File: src/rtl/ps2_pkg.sv
// Shared types and constants for the PS/2 key tracker.
package ps2_pkg;

  typedef enum logic [1:0] {
    IDLE  = 2'd0,
    HELD  = 2'd1,
    BREAK = 2'd2
  } key_state_e;

  localparam logic [7:0]  BREAK_CODE = 8'hF0;
  localparam logic [7:0]  EXT_CODE   = 8'hE0;
  localparam int unsigned FRAME_BITS = 11;
  localparam int unsigned BIT_CNT_W  = 4;

  // Frame is {stop, parity, data[7:0], start}; start=0, stop=1, odd parity over data+parity.
  function automatic logic frame_ok(input logic [FRAME_BITS-1:0] f);
    return (f[0] == 1'b0) && (f[FRAME_BITS-1] == 1'b1) && (^f[9:1] == 1'b1);
  endfunction

endpackage

File: src/rtl/ps2_rx.sv
// PS/2 frame receiver: synchroniser, falling-edge detect, shift register, frame checks, timeout.
module ps2_rx
  import ps2_pkg::*;
#(
  parameter int unsigned TIMEOUT     = 65535,
  parameter int unsigned SYNC_STAGES = 3
) (
  input  logic       clk,
  input  logic       rst,
  input  logic       ps2_clk,
  input  logic       ps2_data,
  output logic       byte_stb,
  output logic [7:0] rx_byte,
  output logic       frame_err
);

  localparam int unsigned TO_W = $clog2(TIMEOUT + 1);

  logic [SYNC_STAGES-1:0] clk_sync_q, clk_sync_d;
  logic [SYNC_STAGES-1:0] data_sync_q, data_sync_d;
  logic                   clk_prev_q, clk_prev_d;
  logic [BIT_CNT_W-1:0]   bit_cnt_q, bit_cnt_d;
  logic [FRAME_BITS-1:0]  shift_q, shift_d;
  logic [TO_W-1:0]        to_cnt_q, to_cnt_d;
  logic                   stb_q, stb_d;
  logic                   err_q, err_d;
  logic [7:0]             byte_q, byte_d;
  logic                   clk_s, data_s, fall;

  // Next-state: sample on synced falling edge, check on the 11th bit, abandon stale partial frames.
  always_comb begin
    clk_sync_d  = {clk_sync_q[SYNC_STAGES-2:0], ps2_clk};
    data_sync_d = {data_sync_q[SYNC_STAGES-2:0], ps2_data};
    clk_s       = clk_sync_q[SYNC_STAGES-1];
    data_s      = data_sync_q[SYNC_STAGES-1];
    fall        = clk_prev_q & ~clk_s;
    clk_prev_d  = clk_s;
    shift_d     = shift_q;
    bit_cnt_d   = bit_cnt_q;
    to_cnt_d    = to_cnt_q;
    byte_d      = byte_q;
    stb_d       = 1'b0;
    err_d       = 1'b0;

    if (fall) begin
      // A fall always wins over a coincident timeout.
      shift_d  = {data_s, shift_q[FRAME_BITS-1:1]};
      to_cnt_d = '0;
      if (bit_cnt_q == BIT_CNT_W'(FRAME_BITS - 1)) begin
        bit_cnt_d = '0;
        if (frame_ok(shift_d)) begin
          stb_d  = 1'b1;
          byte_d = shift_d[8:1];
        end else begin
          err_d = 1'b1;
        end
      end else begin
        bit_cnt_d = bit_cnt_q + BIT_CNT_W'(1);
      end
    end else if (bit_cnt_q != '0) begin
      if (to_cnt_q == TO_W'(TIMEOUT)) begin
        bit_cnt_d = '0;
        to_cnt_d  = '0;
      end else begin
        to_cnt_d = to_cnt_q + TO_W'(1);
      end
    end else begin
      to_cnt_d = '0;
    end
  end

  // State registers with synchronous reset.
  always_ff @(posedge clk) begin
    if (rst) begin
      clk_sync_q  <= '0;
      data_sync_q <= '0;
      clk_prev_q  <= 1'b0;
      bit_cnt_q   <= '0;
      shift_q     <= '0;
      to_cnt_q    <= '0;
      stb_q       <= 1'b0;
      err_q       <= 1'b0;
      byte_q      <= '0;
    end else begin
      clk_sync_q  <= clk_sync_d;
      data_sync_q <= data_sync_d;
      clk_prev_q  <= clk_prev_d;
      bit_cnt_q   <= bit_cnt_d;
      shift_q     <= shift_d;
      to_cnt_q    <= to_cnt_d;
      stb_q       <= stb_d;
      err_q       <= err_d;
      byte_q      <= byte_d;
    end
  end

  assign byte_stb  = stb_q;
  assign rx_byte   = byte_q;
  assign frame_err = err_q;

endmodule

File: src/rtl/ps2_key_tracker.sv
// Tracks the held PS/2 key (make/break) and a BCD press count for the hex digit decoders.
module ps2_key_tracker
  import ps2_pkg::*;
#(
  parameter int unsigned TIMEOUT     = 65535,
  parameter int unsigned SYNC_STAGES = 3
) (
  input  logic       clk,
  input  logic       rst,
  input  logic       ps2_clk,
  input  logic       ps2_data,
  output logic [3:0] key_hi,
  output logic [3:0] key_lo,
  output logic [3:0] cnt_hi,
  output logic [3:0] cnt_lo,
  output logic       key_valid,
  output logic       frame_err
);

  logic       rx_stb;
  logic [7:0] rx_byte;

  ps2_rx #(
    .TIMEOUT    (TIMEOUT),
    .SYNC_STAGES(SYNC_STAGES)
  ) u_rx (
    .clk      (clk),
    .rst      (rst),
    .ps2_clk  (ps2_clk),
    .ps2_data (ps2_data),
    .byte_stb (rx_stb),
    .rx_byte  (rx_byte),
    .frame_err(frame_err)
  );

  key_state_e state_q, state_d;
  logic [7:0] key_q, key_d;
  logic [3:0] cnt_hi_q, cnt_hi_d;
  logic [3:0] cnt_lo_q, cnt_lo_d;
  logic       valid_q, valid_d;
  logic       inc;

  // Key FSM and BCD press counter, advanced only by accepted non-prefix bytes.
  always_comb begin
    state_d  = state_q;
    key_d    = key_q;
    cnt_hi_d = cnt_hi_q;
    cnt_lo_d = cnt_lo_q;
    inc      = 1'b0;

    if (rx_stb && (rx_byte != EXT_CODE)) begin
      unique case (state_q)
        IDLE: begin
          if (rx_byte == BREAK_CODE) begin
            state_d = BREAK;
          end else begin
            state_d = HELD;
            key_d   = rx_byte;
            inc     = 1'b1;
          end
        end
        HELD: begin
          if (rx_byte == BREAK_CODE) begin
            state_d = BREAK;
          end else if (rx_byte != key_q) begin
            key_d = rx_byte;
            inc   = 1'b1;
          end
        end
        BREAK:   state_d = IDLE;
        default: state_d = IDLE;
      endcase
    end

    if (inc) begin
      if (cnt_lo_q == 4'd9) begin
        cnt_lo_d = 4'd0;
        cnt_hi_d = (cnt_hi_q == 4'd9) ? 4'd0 : cnt_hi_q + 4'd1;
      end else begin
        cnt_lo_d = cnt_lo_q + 4'd1;
      end
    end

    valid_d = (state_d == HELD);
  end

  // Registered FSM state and outputs.
  always_ff @(posedge clk) begin
    if (rst) begin
      state_q  <= IDLE;
      key_q    <= '0;
      cnt_hi_q <= '0;
      cnt_lo_q <= '0;
      valid_q  <= 1'b0;
    end else begin
      state_q  <= state_d;
      key_q    <= key_d;
      cnt_hi_q <= cnt_hi_d;
      cnt_lo_q <= cnt_lo_d;
      valid_q  <= valid_d;
    end
  end

  assign key_hi    = key_q[7:4];
  assign key_lo    = key_q[3:0];
  assign cnt_hi    = cnt_hi_q;
  assign cnt_lo    = cnt_lo_q;
  assign key_valid = valid_q;

endmodule

File: config.mk
export PLATFORM = sky130hd
export DESIGN_NAME = ps2_key_tracker
export DESIGN_NICKNAME = d
export VERILOG_FILES = /design/src/rtl/ps2_pkg.sv /design/src/rtl/ps2_rx.sv /design/src/rtl/ps2_key_tracker.sv
export SDC_FILE = /design/constraint.sdc
export NUM_CORES = 1
export LEC_CHECK = 0
export CELL_PAD_IN_SITES_DETAIL_PLACEMENT = 1
export CELL_PAD_IN_SITES_GLOBAL_PLACEMENT = 1
export CORE_UTILIZATION = 45
export DETAILED_ROUTE_END_ITERATION = 6
export DONT_BUFFER_PORTS = 1
export GPL_TIMING_DRIVEN = 0
export PLACE_DENSITY_LB_ADDON = 0.1
export SLEW_MARGIN = 20
export SYNTH_ARGS = -nofsm -noshare
export SYNTH_HDL_FRONTEND = slang
export SYNTH_SLANG_ARGS = --single-unit
File: constraint.sdc
create_clock -name clk -period 4.3 [get_ports clk]
set_input_delay 1.075 -clock clk [delete_from_list [all_inputs] [get_ports clk]]
set_output_delay 1.075 -clock clk [all_outputs]
set_load 0.01 [all_outputs]
==> results of run 1 <==
sequential cells by signal, summed over array words and instances (netlist names), 4 cells and up:
name,flops
u_rx.bit_cnt_q,4
key_q,8
cnt_lo,4
cnt_hi,4
u_rx.to_cnt_q,16
u_rx.shift_q,10
u_rx.rx_byte,8
cell usage after synthesis, drive strengths merged:
cell	n	area, sq um
nor2	29	109
ha	4	50.1
a31oi	2	12.5
o31ai	10	80.1
dfxtp	66	1320
a211oi	3	22.5
nor4b	1	15.0
o21ai	5	25.0
xnor3	1	23.8
nor4	3	25.0
a2111o	1	11.3
or3	4	25.0
buf	3	12.5
clkbuf	8	31.3
and3	2	12.5
a22oi	2	15.0
or3b	1	8.76
nand2	54	203
or2	1	6.26
xnor2	19	193
o311ai	1	16.3
and3b	1	8.76
nor2b	13	81.3
nand4	13	81.3
mux2i	6	60.1
nand3	11	60.1
and4	1	8.76
a21oi	32	164
inv	9	33.8
nor3b	2	15.0
nor3	1	5.00
a211o	1	8.76
o22a	1	8.76
xor2	12	113
a32o	1	10.0
nand2b	3	18.8
path summary, 6_finish.rpt:
path	from	end	depth (start not counted)
setup / recovery	u_rx.to_cnt_q[0]	u_rx.to_cnt_q[4]	7
hold / removal	u_rx.data_sync_q[0]	u_rx.data_sync_q[1]	1
setup reg to reg	u_rx.to_cnt_q[0]	u_rx.to_cnt_q[4]	7
hold reg to reg	u_rx.data_sync_q[0]	u_rx.data_sync_q[1]	1
critical path: cells and delay by family (launching register included):
kind | cells | cell delay (ns)
flip-flops | 1 | 0.38
buffers and inverters | 1 | 0.26
adder cells (fa/ha/maj) | 1 | 0.20
AND/OR/NAND/NOR | 5 | 1.13
cell type report:
type	instances	area, sq um	area share, %
Multi-Input combinational cell	241	1500	47.1
Sequential cell	66	1320	41.6
Inverter	9	33.8	1.06
Tap cell	75	93.8	2.96
Clock inverter	6	57.6	1.81
Buffer	11	43.8	1.38
Clock buffer	10	128	4.02
stage by stage:
| stage | utilization, % | cells | total power [mW] | hold WS [ns] | setup slack [ns] |
|---|---|---|---|---|---|
| after floorplan | - | 327 | 0.641 | 0.414 | 2.49 |
| after global placement | 49.3 | 402 | 0.647 | 0.415 | 2.17 |
| after detailed placement | 49.3 | 402 | 0.647 | 0.429 | 2.13 |
| after CTS | 52.4 | 418 | 1.15 | 0.447 | 2.20 |
| after global routing | 52.4 | 418 | 1.17 | 0.462 | 1.97 |
| final | 52.4 | 418 | 1.13 | 0.440 | 2.22 |
cells by family (layout without fill, tap and decap cells):
group	after synthesis	after routing	synth area share, %
AOI/OAI and AO/OA	59	59	12.9
xor gates and xnor gates	32	32	11.4
adders and majority gates	4	4	1.73
buffers and inverters	20	36	2.68
DFF	66	66	45.6
muxes	6	6	2.07
and+or+nand+nor	140	140	23.6
layer usage:
| metal | global-route usage (%) | part of all wire [%] | vias to the layer above |
|---|---|---|---|
| li1 | - | - | 1150 |
| met1 | 25.2 | 50 | 1069 |
| met2 | 32.3 | 46 | 27 |
| met3 | 4.95 | 3.6 | 7 |
| met4 | 7.89 | 1.3 | 0 |
| met5 | 0 | 0 | - |
power breakdown:
part	switching [mW]	internal [mW]	total, mW
sequential	0.00111	0.614	0.615
combinational	0.0138	0.00421	0.0180
clock	0.229	0.264	0.492
total	0.244	0.882	1.13
layout by cell type, fill, tap and decap left out, types with 5 or more instances in the layout:
master,n
dfxtp_1,66
nand2_1,54
a21oi_1,31
nor2_1,29
xnor2_1,17
nor2b_1,13
nand4_1,13
xor2_1,11
nand3_1,10
inv_1,9
o31ai_1,9
clkbuf_8,9
clkbuf_1,8
mux2i_1,6
o21ai_0,5
==> impl_metrics.ini, run 1 <==
[outcome]
status = finished, final reports clean

[placed_design]
post-dp-hpwl_um = 4360
port_buffers = 0
place.gp.congestion = 0.778
place_area_sq_mm = 0.00299

[run]
cap_viol_max_count = 0

[global_routing]
antenna_found_initial = 0
grt_overflow_total = 0
grt_use_total_pct = 19.9
grt_pass1_wl_um = 10000
grt_pass1_vias = 2179
grt_max_degree = 12

[timing]
max_slew_margin_pct = 57.5
grt_setup_unrepaired = false
min_period_ns = 2.08
worst_clock_skew_ns = 0.0118
worst_pin_slew_ns = 0.632
finalSetupTns_ns = 0
setup_violations = 0
slew_violations = 0
min_period_over_period_pct = 48.4
max_freq_mhz = 481
finalHoldViolations = 0

[clock_network]
post_cts_buffers = 0
insertion_delay_ns = 0.33
cts_root_buffer = clkbuf_8
cts_sinks = 66
numCtsBuffers = 9
cts.repair.resized = 0
cts_tree = yes
ctsHoldBuffers = 0
htreeDepth = 3
clockBufferDepth = 2
clkTransAtPathRegs_ns = 0.07

[floorplan]
coreArea_sq_mm = 0.00606
die_area_sq_mm = 0.00676
die_width_um = 82.2
rows = 28
io_pins = 22
die_h_um = 82.2
initial_core_util_pct = 47.8

[min_path]
holdCritPathClass = register to register

[detailed_routing]
postRouteWirelength_um = 5990
avgRoutedWirePerCell_um = 14.3
drc_errors = 0
drt_first_pass_iters = 4
via_per_inst = 5.39
drtAntennaViolNets = 0
drtIter0Drc = 62
num_vias = 2253

[setup_path]
startpoint_type = register
crit_path_max_fanout = 10
critPathCaptureType = register
r2r_setup_slack_ns = 2.22
cpMostUsedCell = nand3_1
worstPathCellList = ha_1, nand3_1, nor4_2, nand3_1, nand3_1, buf_2, nor2_1
required_ns = 4.51
path_class = register to register
slowest_delay_ns = 0.49
cpMaxStageDelayCell = nor4_2
crit_arrival_ns = 2.29

[finish]
area_delta_synth_final_pct = 9.64
fill_cells = 740
nets = 346
antenna_cells = 0
drive_gt1_share_pct = 8.16
final_cell_area_sq_mm = 0.00317

[logic_synthesis]
seq_area_frac_synth_pct = 45.6
ys_warn_count = 0
netlist_instances = 327
synth_cell_types = 45
syn_area_sq_mm = 0.00290
synth_area_per_cell_sq_um = 8.85
synth_nets = 335
ys_seq_elements = 66

[power]
leakage_nw = 1.04
ir_drop_v = 0.000217
power_density_mw_per_mm2 = 354
Power figures use the tool's default switching activity.
==> run 2: changes to the inputs <==
ABC_AREA = 1   (was default)
clock period = 2 ns   (was 4.3 ns; I/O delays follow)
==> run 2 against run 1 <==
  * Hold slack got worse by 0.19 ns
  * Cell area rose by 7.6%
  * Sequential share of layout area shrank 2.9 points
  * Sequential power increased by 120%
  * Total power up 140%
  * Non-clock buffer count decreased by 1
  * Critical path type unchanged
==> impl_metrics.ini, run 2 <==
[outcome]
status = finished, final reports clean

[logic_synthesis]
netlist_instances = 431
yosys.cell_count.top_type = nand2_1
syn_area_sq_mm = 0.00310
seq_area_frac_synth_pct = 42.6
yosys.area.top_type = dfxtp_1
synth_area_per_cell_sq_um = 7.19
synth_common_cells = 87 x nand2_1, 74 x inv_1, 66 x dfxtp_1
synth_nets = 439
ys_warn_count = 0
synth_async_sr_flop_share_pct = 0
ys_seq_elements = 66
synth_top_flop_cell = dfxtp_1
synth_top_cell_area_share_pct = 42.6
synthTopCellsByArea = dfxtp_1 43%, nand2_1 11%, inv_1 9.0%
synth_cell_types = 32
synth_edf_count = 0

[finish]
layout.cells.non_filler = 524
area_delta_synth_final_pct = 10.1
reg.largest.list = u_rx.to_cnt_q: 16 flops, u_rx.shift_q: 10 flops
drive_gt1_share_pct = 10.3
nets = 450
largest_register_ffs = 16
final_common_cell = nand2_1
final_cell_mix = 87 x nand2_1, 74 x inv_1, 66 x dfxtp_1
fill_cells = 851
antenna_cells = 0
regMostFlops = u_rx.to_cnt_q

[clock_network]
cts.repair.resized = 0
cts_tree = yes
insertion_delay_ns = 0.35
clkTransAtPathRegs_ns = 0.07
ctsHoldBuffers = 0
cts_sinks = 66
htreeDepth = 3
numCtsBuffers = 9
post_cts_buffers = 0
cts_root_buffer = clkbuf_8
clockBufferDepth = 2

[detailed_routing]
drt_first_pass_iters = 4
avgRoutedWirePerCell_um = 14.0
postRouteWirelength_um = 7320
drtAntennaViolNets = 0
num_vias = 2665
drtIter0Drc = 108
via_per_inst = 5.09
drc_errors = 0

[setup_path]
worstPathCellList = ha_1, nand2_2, nor2_2, nand4_4, o21ai_2, o21ai_1, o21ai_0, inv_1
slowest_delay_ns = 0.39
crit_arrival_ns = 2.03
cpMaxStageDelayCell = dfxtp_1
startpoint_type = register
crit_path_max_fanout = 5
critPathTopFamily = compound AO/OA/AOI/OAI gates
path_class = register to register
required_ns = 2.24
critPathCaptureType = register
critPathBufInv = 1

[floorplan]
rows = 29
coreArea_sq_mm = 0.00649
die_width_um = 85.0
die_area_sq_mm = 0.00723
die_h_um = 85.0
initial_core_util_pct = 47.7
io_pins = 22

[global_routing]
grt_use_total_pct = 22.3
grt_overflow_total = 0
antenna_found_initial = 0
grt_max_degree = 13
grt_pass1_vias = 2691
grt_pass1_wl_um = 12400

[timing]
finalSetupTns_ns = 0
min_period_ns = 1.78
min_period_over_period_pct = 89.1
max_slew_margin_pct = 65.8
worst_pin_slew_ns = 0.509
setup_violations = 0
slew_violations = 0
finalHoldViolations = 0
max_freq_mhz = 561
worst_clock_skew_ns = 0.00831
grt_setup_unrepaired = false

[placed_design]
post-dp-hpwl_um = 5210
port_buffers = 0
placed_cells = 508
place.gp.congestion = 0.744

[min_path]
holdCritPathClass = input port to register

[run]
cap_viol_max_count = 0

[power]
power_density_mw_per_mm2 = 779
ir_drop_v = 0.000398
leakage_nw = 1.35
[run 2: per-stage QoR]
| stage | instance area [sq um] | hold slack (ns) | setup slack (ns) | power, mW | utilization (%) |
|---|---|---|---|---|---|
| after global placement | 3200 | 0.389 | 0.170 | 1.44 | 49.2 |
| after CTS | 3410 | 0.237 | 0.207 | 2.68 | 52.6 |
| after global routing | 3410 | 0.239 | 0.0359 | 2.75 | 52.6 |
| after detailed placement | 3200 | 0.399 | 0.182 | 1.45 | 49.2 |
| final | 3410 | 0.251 | 0.217 | 2.66 | 52.6 |
| after floorplan | 3100 | 0.388 | 0.502 | 1.42 | - |
[run 2: final cells by class]
class / instances / area (sq um) / area share, %
tap: 77 / 96.3 / 2.82
clock inverter: 7 / 93.8 / 2.75
multi-input combinational: 279 / 1440 / 42.2
clock buffer: 9 / 124 / 3.63
sequential: 66 / 1320 / 38.7
inverter: 76 / 285 / 8.35
buffer: 10 / 53.8 / 1.58
[run 2: worst reg2reg max path, cell delays in order (launching register included)]
cell and delay [ns]:
dfxtp_1 0.39, ha_1 0.22, nand2_2 0.08, nor2_2 0.20
nand4_4 0.15, o21ai_2 0.21, o21ai_1 0.17, o21ai_0 0.20
inv_1 0.05
[run 2: cell families (layout without fill, tap and decap cells)]
kind of cell | count (synthesis) | after routing | synth area share, %
AOI/OAI and AO/OA | 61 | 61 | 10.3
xor gates and xnor gates | 14 | 14 | 3.95
adders and majority gates | 4 | 4 | 1.61
buffers and inverters | 86 | 102 | 10.9
DFF | 66 | 66 | 42.6
and+or+nand+nor | 200 | 200 | 30.6
[run 2: final timing paths]
check | startpoint | end | slack, ns | cells after the start
worst max-delay path | u_rx.to_cnt_q[0] | u_rx.bit_cnt_q[3] | 0.22 | 8
worst min-delay path | ps2_clk | u_rx.clk_sync_q[0] | 0.25 | 2
worst max register to register | u_rx.to_cnt_q[0] | u_rx.bit_cnt_q[3] | 0.22 | 8
worst min register to register | u_rx.clk_sync_q[0] | u_rx.clk_sync_q[1] | 0.41 | 2
[run 2: per-layer routing]
metal / global-route usage (%) / wire length, um
met3: 4.67 / 187
met2: 38.8 / 3690
met1: 26.3 / 3310
met4: 9.86 / 129
met5: 0 / 0
[run 2: where the power goes]
group          switching [mW]  leakage, nW  internal (mW)
Combinational          0.0632        0.714         0.0243
Clock                   0.543        0.105          0.699
Sequential            0.00576        0.533           1.32
